<file path="src/rtl/cv32e40p_apu_resp_pkg.sv">
// Shared definitions for the APU responder: op codes, latency classes,
// divider states, result-flag positions and the pipeline entry layout.
package cv32e40p_apu_resp_pkg;

    localparam logic [3:0] OP_ADD   = 4'd0;
    localparam logic [3:0] OP_SUB   = 4'd1;
    localparam logic [3:0] OP_AND   = 4'd2;
    localparam logic [3:0] OP_OR    = 4'd3;
    localparam logic [3:0] OP_XOR   = 4'd4;
    localparam logic [3:0] OP_SLTU  = 4'd5;
    localparam logic [3:0] OP_MUL   = 4'd6;
    localparam logic [3:0] OP_MULHU = 4'd7;
    localparam logic [3:0] OP_DIVU  = 4'd8;

    localparam int FLAG_ILLEGAL  = 0;
    localparam int FLAG_DIV_ZERO = 1;

    typedef enum logic [1:0] {
        LAT_1,
        LAT_PIPE,
        LAT_ITER
    } lat_class_e;

    typedef enum logic [1:0] {
        DIV_IDLE,
        DIV_BUSY,
        DIV_DONE
    } div_state_e;

    typedef struct packed {
        logic        valid;
        logic [31:0] result;
        logic [1:0]  flags;
    } pipe_entry_t;

    // Illegal ops (and DIVU with the divider compiled out) are answered
    // by the single-cycle path with the illegal flag set.
    function automatic lat_class_e op_class(input logic [3:0] op, input logic div_enable);
        lat_class_e cls;
        cls = LAT_1;
        if (op == OP_MUL || op == OP_MULHU) begin
            cls = LAT_PIPE;
        end else if (op == OP_DIVU && div_enable) begin
            cls = LAT_ITER;
        end
        return cls;
    endfunction

endpackage

</file>
<file path="src/rtl/cv32e40p_apu_resp_div.sv">
// Iterative unsigned restoring divider, one quotient bit per cycle.
// IDLE -> BUSY (32 cycles) -> DONE (one cycle, result valid) -> IDLE.
module cv32e40p_apu_resp_div
    import cv32e40p_apu_resp_pkg::*;
(
    input  logic        clk_i,
    input  logic        rst_i,
    input  logic        i_start,
    input  logic [31:0] i_dividend,
    input  logic [31:0] i_divisor,
    output logic        o_busy,
    output logic        o_done,
    output logic [31:0] o_quotient,
    output logic        o_div_zero
);

    div_state_e  r_state;
    div_state_e  w_state_next;
    logic [4:0]  r_count;
    logic [31:0] r_quot;
    logic [31:0] r_rem;
    logic [31:0] r_divisor;
    logic        r_div_zero;

    logic [32:0] w_shift;
    logic [32:0] w_diff;
    logic        w_fits;

    // One restoring step: shift the next dividend bit into the remainder
    // and subtract if the divisor fits (no borrow out of bit 32).
    always_comb begin
        w_shift = {r_rem, r_quot[31]};
        w_diff  = w_shift - {1'b0, r_divisor};
        w_fits  = ~w_diff[32];
    end

    // Next-state logic; a zero divisor still takes the full 32 steps and
    // naturally yields an all-ones quotient.
    always_comb begin
        // NOTE: every always_comb output gets a default first so no path
        // leaves it unassigned and a latch is never inferred.
        w_state_next = r_state;
        case (r_state)
            DIV_IDLE: if (i_start) w_state_next = DIV_BUSY;
            DIV_BUSY: if (r_count == 5'd31) w_state_next = DIV_DONE;
            DIV_DONE: w_state_next = DIV_IDLE;
            default:  w_state_next = DIV_IDLE;
        endcase
    end

    // State register.
    always_ff @(posedge clk_i or posedge rst_i) begin
        if (rst_i) begin
            r_state <= DIV_IDLE;
        end else begin
            // NOTE: sequential state uses non-blocking assignments so every
            // register samples the pre-edge values of its neighbours.
            r_state <= w_state_next;
        end
    end

    // Datapath: latch operands on start, then one quotient bit per BUSY cycle.
    always_ff @(posedge clk_i or posedge rst_i) begin
        if (rst_i) begin
            r_count    <= '0;
            r_quot     <= '0;
            r_rem      <= '0;
            r_divisor  <= '0;
            r_div_zero <= 1'b0;
        end else if (r_state == DIV_IDLE && i_start) begin
            r_count    <= '0;
            r_quot     <= i_dividend;
            r_rem      <= '0;
            r_divisor  <= i_divisor;
            r_div_zero <= (i_divisor == 32'd0);
        end else if (r_state == DIV_BUSY) begin
            r_count <= r_count + 5'd1;
            r_quot  <= {r_quot[30:0], w_fits};
            r_rem   <= w_fits ? w_diff[31:0] : w_shift[31:0];
        end
    end

    assign o_busy     = (r_state != DIV_IDLE);
    assign o_done     = (r_state == DIV_DONE);
    assign o_quotient = r_quot;
    assign o_div_zero = r_div_zero;

endmodule

</file>
<file path="src/rtl/cv32e40p_apu_resp.sv">
// APU responder: grants requests, computes single-cycle, pipelined and
// iterative ops, and returns one rvalid per grant in grant order.
module cv32e40p_apu_resp
    import cv32e40p_apu_resp_pkg::*;
#(
    parameter int PIPE_DEPTH = 3,
    parameter bit DIV_ENABLE = 1'b1
) (
    input  logic             clk_i,
    input  logic             rst_i,
    input  logic             apu_req_i,
    output logic             apu_gnt_o,
    input  logic [3:0]       apu_op_i,
    input  logic [1:0][31:0] apu_operands_i,
    output logic             apu_rvalid_o,
    output logic [31:0]      apu_result_o,
    output logic [1:0]       apu_rflags_o,
    output logic             active_o
);

    logic [31:0] w_a;
    logic [31:0] w_b;
    logic [63:0] w_prod;
    lat_class_e  w_class;
    logic        w_gnt;
    logic        w_pipe_busy;
    logic        w_any_valid;
    logic        w_div_busy;
    logic        w_div_done;
    logic [31:0] w_div_quot;
    logic        w_div_zero;
    logic [1:0]  w_div_flags;
    pipe_entry_t w_fast;
    pipe_entry_t w_slow;
    pipe_entry_t w_tail;
    pipe_entry_t w_pipe_next [PIPE_DEPTH];
    pipe_entry_t r_pipe      [PIPE_DEPTH];

    assign w_a     = apu_operands_i[0];
    assign w_b     = apu_operands_i[1];
    assign w_prod  = 64'(w_a) * 64'(w_b);
    assign w_class = op_class(apu_op_i, DIV_ENABLE);
    assign w_tail  = r_pipe[PIPE_DEPTH-1];

    // Class-2 ops still travelling toward the tail; the tail itself returns
    // this cycle, so its slot is free for a class-1 result.
    always_comb begin
        w_pipe_busy = 1'b0;
        w_any_valid = 1'b0;
        for (int k = 0; k < PIPE_DEPTH - 1; k++) begin
            w_pipe_busy = w_pipe_busy | r_pipe[k].valid;
        end
        for (int k = 0; k < PIPE_DEPTH; k++) begin
            w_any_valid = w_any_valid | r_pipe[k].valid;
        end
    end

    // Grant: nothing while the divider is active; class 1 and 3 also wait
    // for in-flight multiplies so they cannot overtake or collide.
    always_comb begin
        w_gnt = 1'b0;
        if (apu_req_i && !rst_i && !w_div_busy) begin
            w_gnt = (w_class == LAT_PIPE) || !w_pipe_busy;
        end
    end

    assign apu_gnt_o = w_gnt;

    // Single-cycle results; anything not listed here is illegal.
    always_comb begin
        w_fast       = '0;
        w_fast.valid = 1'b1;
        case (apu_op_i)
            OP_ADD:  w_fast.result = w_a + w_b;
            OP_SUB:  w_fast.result = w_a - w_b;
            OP_AND:  w_fast.result = w_a & w_b;
            OP_OR:   w_fast.result = w_a | w_b;
            OP_XOR:  w_fast.result = w_a ^ w_b;
            OP_SLTU: w_fast.result = {31'd0, (w_a < w_b)};
            default: w_fast.flags[FLAG_ILLEGAL] = 1'b1;
        endcase
    end

    // Multiply result selection for the pipelined class.
    always_comb begin
        w_slow        = '0;
        w_slow.valid  = 1'b1;
        w_slow.result = (apu_op_i == OP_MULHU) ? w_prod[63:32] : w_prod[31:0];
    end

    // Pipeline shift: multiplies enter stage 0, single-cycle ops enter the tail.
    always_comb begin
        for (int k = 0; k < PIPE_DEPTH; k++) begin
            w_pipe_next[k] = '0;
        end
        if (w_gnt && w_class == LAT_PIPE) begin
            w_pipe_next[0] = w_slow;
        end
        for (int k = 1; k < PIPE_DEPTH; k++) begin
            w_pipe_next[k] = r_pipe[k-1];
        end
        if (w_gnt && w_class == LAT_1) begin
            w_pipe_next[PIPE_DEPTH-1] = w_fast;
        end
    end

    // Pipeline registers.
    always_ff @(posedge clk_i or posedge rst_i) begin
        if (rst_i) begin
            // NOTE: the whole entry is cleared, not just the valid bit, so
            // in-flight results are dropped and stale data never reaches
            // the output after reset.
            for (int k = 0; k < PIPE_DEPTH; k++) begin
                r_pipe[k] <= '0;
            end
        end else begin
            for (int k = 0; k < PIPE_DEPTH; k++) begin
                r_pipe[k] <= w_pipe_next[k];
            end
        end
    end

    cv32e40p_apu_resp_div u_div (
        .clk_i      (clk_i),
        .rst_i      (rst_i),
        .i_start    (w_gnt && w_class == LAT_ITER),
        .i_dividend (w_a),
        .i_divisor  (w_b),
        .o_busy     (w_div_busy),
        .o_done     (w_div_done),
        .o_quotient (w_div_quot),
        .o_div_zero (w_div_zero)
    );

    // Divider flag vector built from the named bit positions.
    always_comb begin
        w_div_flags                = '0;
        w_div_flags[FLAG_DIV_ZERO] = w_div_zero;
    end

    // Output mux: pipeline tail or divider DONE; result/flags zero otherwise.
    always_comb begin
        apu_rvalid_o = w_tail.valid | w_div_done;
        apu_result_o = '0;
        apu_rflags_o = '0;
        if (w_tail.valid) begin
            apu_result_o = w_tail.result;
            apu_rflags_o = w_tail.flags;
        end else if (w_div_done) begin
            apu_result_o = w_div_quot;
            apu_rflags_o = w_div_flags;
        end
    end

    assign active_o = w_any_valid | w_div_busy;

    // The grant rules keep the pipeline tail and divider completion apart.
    a_no_double_return: assert property (
        @(posedge clk_i) disable iff (rst_i) !(w_tail.valid && w_div_done)
    );

endmodule

</file>
<file path="config.mk">
export PLATFORM = sky130hd
export DESIGN_NAME = cv32e40p_apu_resp
export DESIGN_NICKNAME = d
export VERILOG_FILES = /design/src/rtl/cv32e40p_apu_resp_pkg.sv /design/src/rtl/cv32e40p_apu_resp_div.sv /design/src/rtl/cv32e40p_apu_resp.sv
export SDC_FILE = /design/constraint.sdc
export NUM_CORES = 2
export LEC_CHECK = 0
export BUFFER_PORTS_ARGS = -buffer_cell sky130_fd_sc_hd__buf_2
export CAP_MARGIN = 10
export CELL_PAD_IN_SITES_DETAIL_PLACEMENT = 0
export CELL_PAD_IN_SITES_GLOBAL_PLACEMENT = 1
export CORE_MARGIN = 8
export CORE_UTILIZATION = 25
export CTS_BUF_LIST = sky130_fd_sc_hd__clkbuf_2 sky130_fd_sc_hd__clkbuf_4 sky130_fd_sc_hd__clkbuf_8
export DETAILED_ROUTE_END_ITERATION = 8
export HOLD_SLACK_MARGIN = 0.06
export PLACE_DENSITY = 0.44
export SETUP_SLACK_MARGIN = 0.3
export SLEW_MARGIN = 20
export SYNTH_ARGS = -nofsm -noshare
export SYNTH_HDL_FRONTEND = slang
export SYNTH_SLANG_ARGS = --single-unit
</file>
<file path="constraint.sdc">
create_clock -name clk_i -period 8 [get_ports clk_i]
set_clock_uncertainty 0.05 [all_clocks]
set_input_delay 1.6 -clock clk_i [delete_from_list [all_inputs] [get_ports clk_i]]
set_output_delay 1.6 -clock clk_i [all_outputs]
set_load 0.02 [all_outputs]
</file>
==> impl_metrics.ini <==
[yosys]
synth_top_family_by_area = adder cells
synth_edf_count = 0
ys_seq_area_frac = 0.110
ys_dominant_reg_cell = sky130_fd_sc_hd__dfrtp_1
synth-compound-area-share = 0.118
async_reset_ff_frac = 1.00
post_synth_fa_ha_maj_area_fraction = 0.493
post_synthesis_net_count = 6746
synthesis.yosys.warnings = 0
syn_avg_cell_area_sq_um = 8.63
fraction_of_synthesized_cell_area_in_xor_and_xnor_cells = 0.0141
synth-seq-cells = 204
synthesis.instances = 5383
synth.lib_cells_used.distinct = 85
synth_area_sq_mm = 0.0464
muxShareOfSynthArea = 0.00932
synth_simple_gate_area_share = 0.147

[setup_path]
worst-r2r-cell-count = 13
reg2reg_slack_ns = 3.57
cp.arrival_ns = 8.63
criticalPathCategory = primary input to flip-flop
end_kind = flip-flop
worstPathMaxFanout = 4
path_common_cell = sky130_fd_sc_hd__fa_1
timing.rr.start = u_div.o_quotient[31]
crit_path_start_kind = primary input
worstReg2RegEnd = u_div.r_rem[21]
critical-path-max-stage-delay_ns = 0.61
critical_path.slowest_cell = sky130_fd_sc_hd__fa_2
critPathRequiredTime_ns = 8.45

[detailed_routing]
detailroute.via_count = 40900
postRouteWirelength_um = 230000
routed.top_layer = met5
wirelength_met1_um = 103000
first_iter_violations = 2744
detail-route-antenna-nets = 0
met2_length_um = 110000
drc = 0
met3_wirelength_um = 10000
dr.pass1.iters = 7
routedWlPerCell_um = 26.6
vias_per_cell = 4.74

[grt]
vias_in_the_first_global_route = 43500
globalRouteTotalUtil = 0.227
grt_pass1_wl_um = 327000
grt_max_degree = 80
grt_antenna_before_repair = 14
globalRouteOverflowTotal = 0

[clock_tree]
cts.hold.buffers_added = 0
cts-root-to-sink-buffers = 3
later_pin_clock_latency_in_the_skew_report_ns = 0.65
tritoncts = done
tritoncts.num_buffers = 39
clockRootBuffer = sky130_fd_sc_hd__clkbuf_8
clock_tree.htree_level_count = 2
tritoncts_num_sinks = 204
clock_transition_at_the_registers_of_the_reported_paths_ns = 0.06

[sta]
post-route-min-period_ns = 8.19
fmax_mhz = 122
timing_hold_violations_final = 0
final_min_period_over_clock_period = 1.02
grt_setup_unrepaired = true
timing_worst_slew_pin_value_ns = 1.03
final.setup.worst_slack_ns = -0.188
slew_headroom = 0.311
drv_slew = 0
finalHoldWorstSlack_ns = 0.299
setup_violations = 25

[floorplan]
fp.dieArea_sq_mm = 0.200
die_h_um = 447
floorplan.io_pins = 108
core_area_sq_mm = 0.185
fp.dieW_um = 447
initial_core_util = 0.251
fp-row-count = 158

[status]
failed_checks = setup timing
outcome = complete, but fails checks

[hold_path]
hold_path_sink = r_pipe[58]
whs_path_depth = 0
hold_path_class = flip-flop to flip-flop
worstHoldStart = r_pipe[93]

[placed_design]
postPlaceCellArea_sq_mm = 0.0562
port-buffer-count = 107
place_ws_ns = -1.68
gpl.final_weighted_congestion = 0.922
dp_cells = 8445
place.detailed.hpwl_um = 195000

[cells_and_area]
instances_no_fill = 8629
most_common_cell_after_layout_fill_and_taps_aside = sky130_fd_sc_hd__inv_1
nets = 7480
post_route_cells_drive_above_1_share = 0.245
commonest_non_fill_non_tap_cells_in_the_layout = sky130_fd_sc_hd__inv_1, sky130_fd_sc_hd__fa_1, sky130_fd_sc_hd__buf_4, sky130_fd_sc_hd__nor2_1, sky130_fd_sc_hd__nand2_1
synthToLayoutAreaGrowth_pct = 30.6
design_area_sq_mm = 0.0606

[flow_run]
number_of_max_cap_violations = 0
[sequential cells by signal, summed over array words and instances (netlist names)]
name and cells:
u_div.r_divisor 32, u_div.r_state 2, r_pipe 100, u_div.r_rem 32, u_div.r_count 5, u_div.o_quotient 32
u_div.o_div_zero 1
[worst max-delay path by stage]
stage	from	endpoint	slack (ns)	cells after the start
CTS	apu_operands_i[10]	r_pipe[102]	-0.17	29
detailed placement	apu_operands_i[18]	r_pipe[99]	-1.68	26
floorplan	apu_operands_i[37]	r_pipe[96]	-0.27	25
finish	apu_operands_i[16]	r_pipe[86]	-0.19	30
global route	apu_operands_i[34]	r_pipe[86]	-0.33	27
global placement	apu_operands_i[18]	r_pipe[99]	-1.73	26
[area by class of cell]
type | instances | area, sq um
inverters | 1030 | 4020
clock buffers | 52 | 666
fillers | 19700 | 124000
diodes | 5 | 12.5
repair buffers | 994 | 9260
clock inverters | 16 | 178
flip-flops and latches | 204 | 5100
well taps | 2480 | 3100
multi-input cells | 3848 | 38300
[logic make-up after synthesis]
| group | count (synthesis) |
|---|---|
| AOI/OAI and AO/OA | 797 |
| xor gates and xnor gates | 75 |
| adders and majority gates | 1292 |
| buffers and inverters | 1331 |
| DFF | 204 |
| muxes | 43 |
| and+or+nand+nor | 1641 |
[timing repair]
item                       CTS  global route
pin swaps                  144           143
resized for setup          434           230
cloned                       2             2
setup buffers               73            34
setup endpoints to repair   32            32
[routing by layer]
metal	up-vias	GRT usage
met4	6	0.0599
met2	1026	0.384
met3	221	0.0231
met5	-	0
li1	18400	-
met1	21300	0.309
[critical path: cells and delay by family]
family	cells	cell delay [ns]
xor gates and xnor gates	1	0.22
adders and majority gates	9	4.40
buffers and inverters	11	1.14
AOI/OAI and AO/OA	6	0.87
and+or+nand+nor	3	0.39
[Yosys cell counts (52+ instances only)]
| cell type | instances | area share |
|---|---|---|
| sky130_fd_sc_hd__o21ai_0 | 160 | 0.017 |
| sky130_fd_sc_hd__ha_1 | 393 | 0.11 |
| sky130_fd_sc_hd__fa_1 | 899 | 0.39 |
| sky130_fd_sc_hd__nor2_1 | 737 | 0.060 |
| sky130_fd_sc_hd__a21o_1 | 63 | 0.010 |
| sky130_fd_sc_hd__clkbuf_1 | 237 | 0.019 |
| sky130_fd_sc_hd__inv_1 | 1008 | 0.081 |
| sky130_fd_sc_hd__nand2_1 | 618 | 0.050 |
| sky130_fd_sc_hd__dfrtp_1 | 204 | 0.11 |
| sky130_fd_sc_hd__nand3_1 | 58 | 0.0062 |
| sky130_fd_sc_hd__a21oi_1 | 174 | 0.019 |
| sky130_fd_sc_hd__buf_1 | 52 | 0.0042 |
[through the flow]
step                       util  TNS [ns]
after CTS                 0.322     -1.51
after detailed placement  0.304    -38.10
after global placement    0.304    -37.94
after global routing      0.328     -5.87
final                     0.328     -2.11
after floorplan               -     -2.18
Power is left out: the tool's default activity adds up to more than one toggle a clock period on the data nets, which glitch-free logic cannot reach.
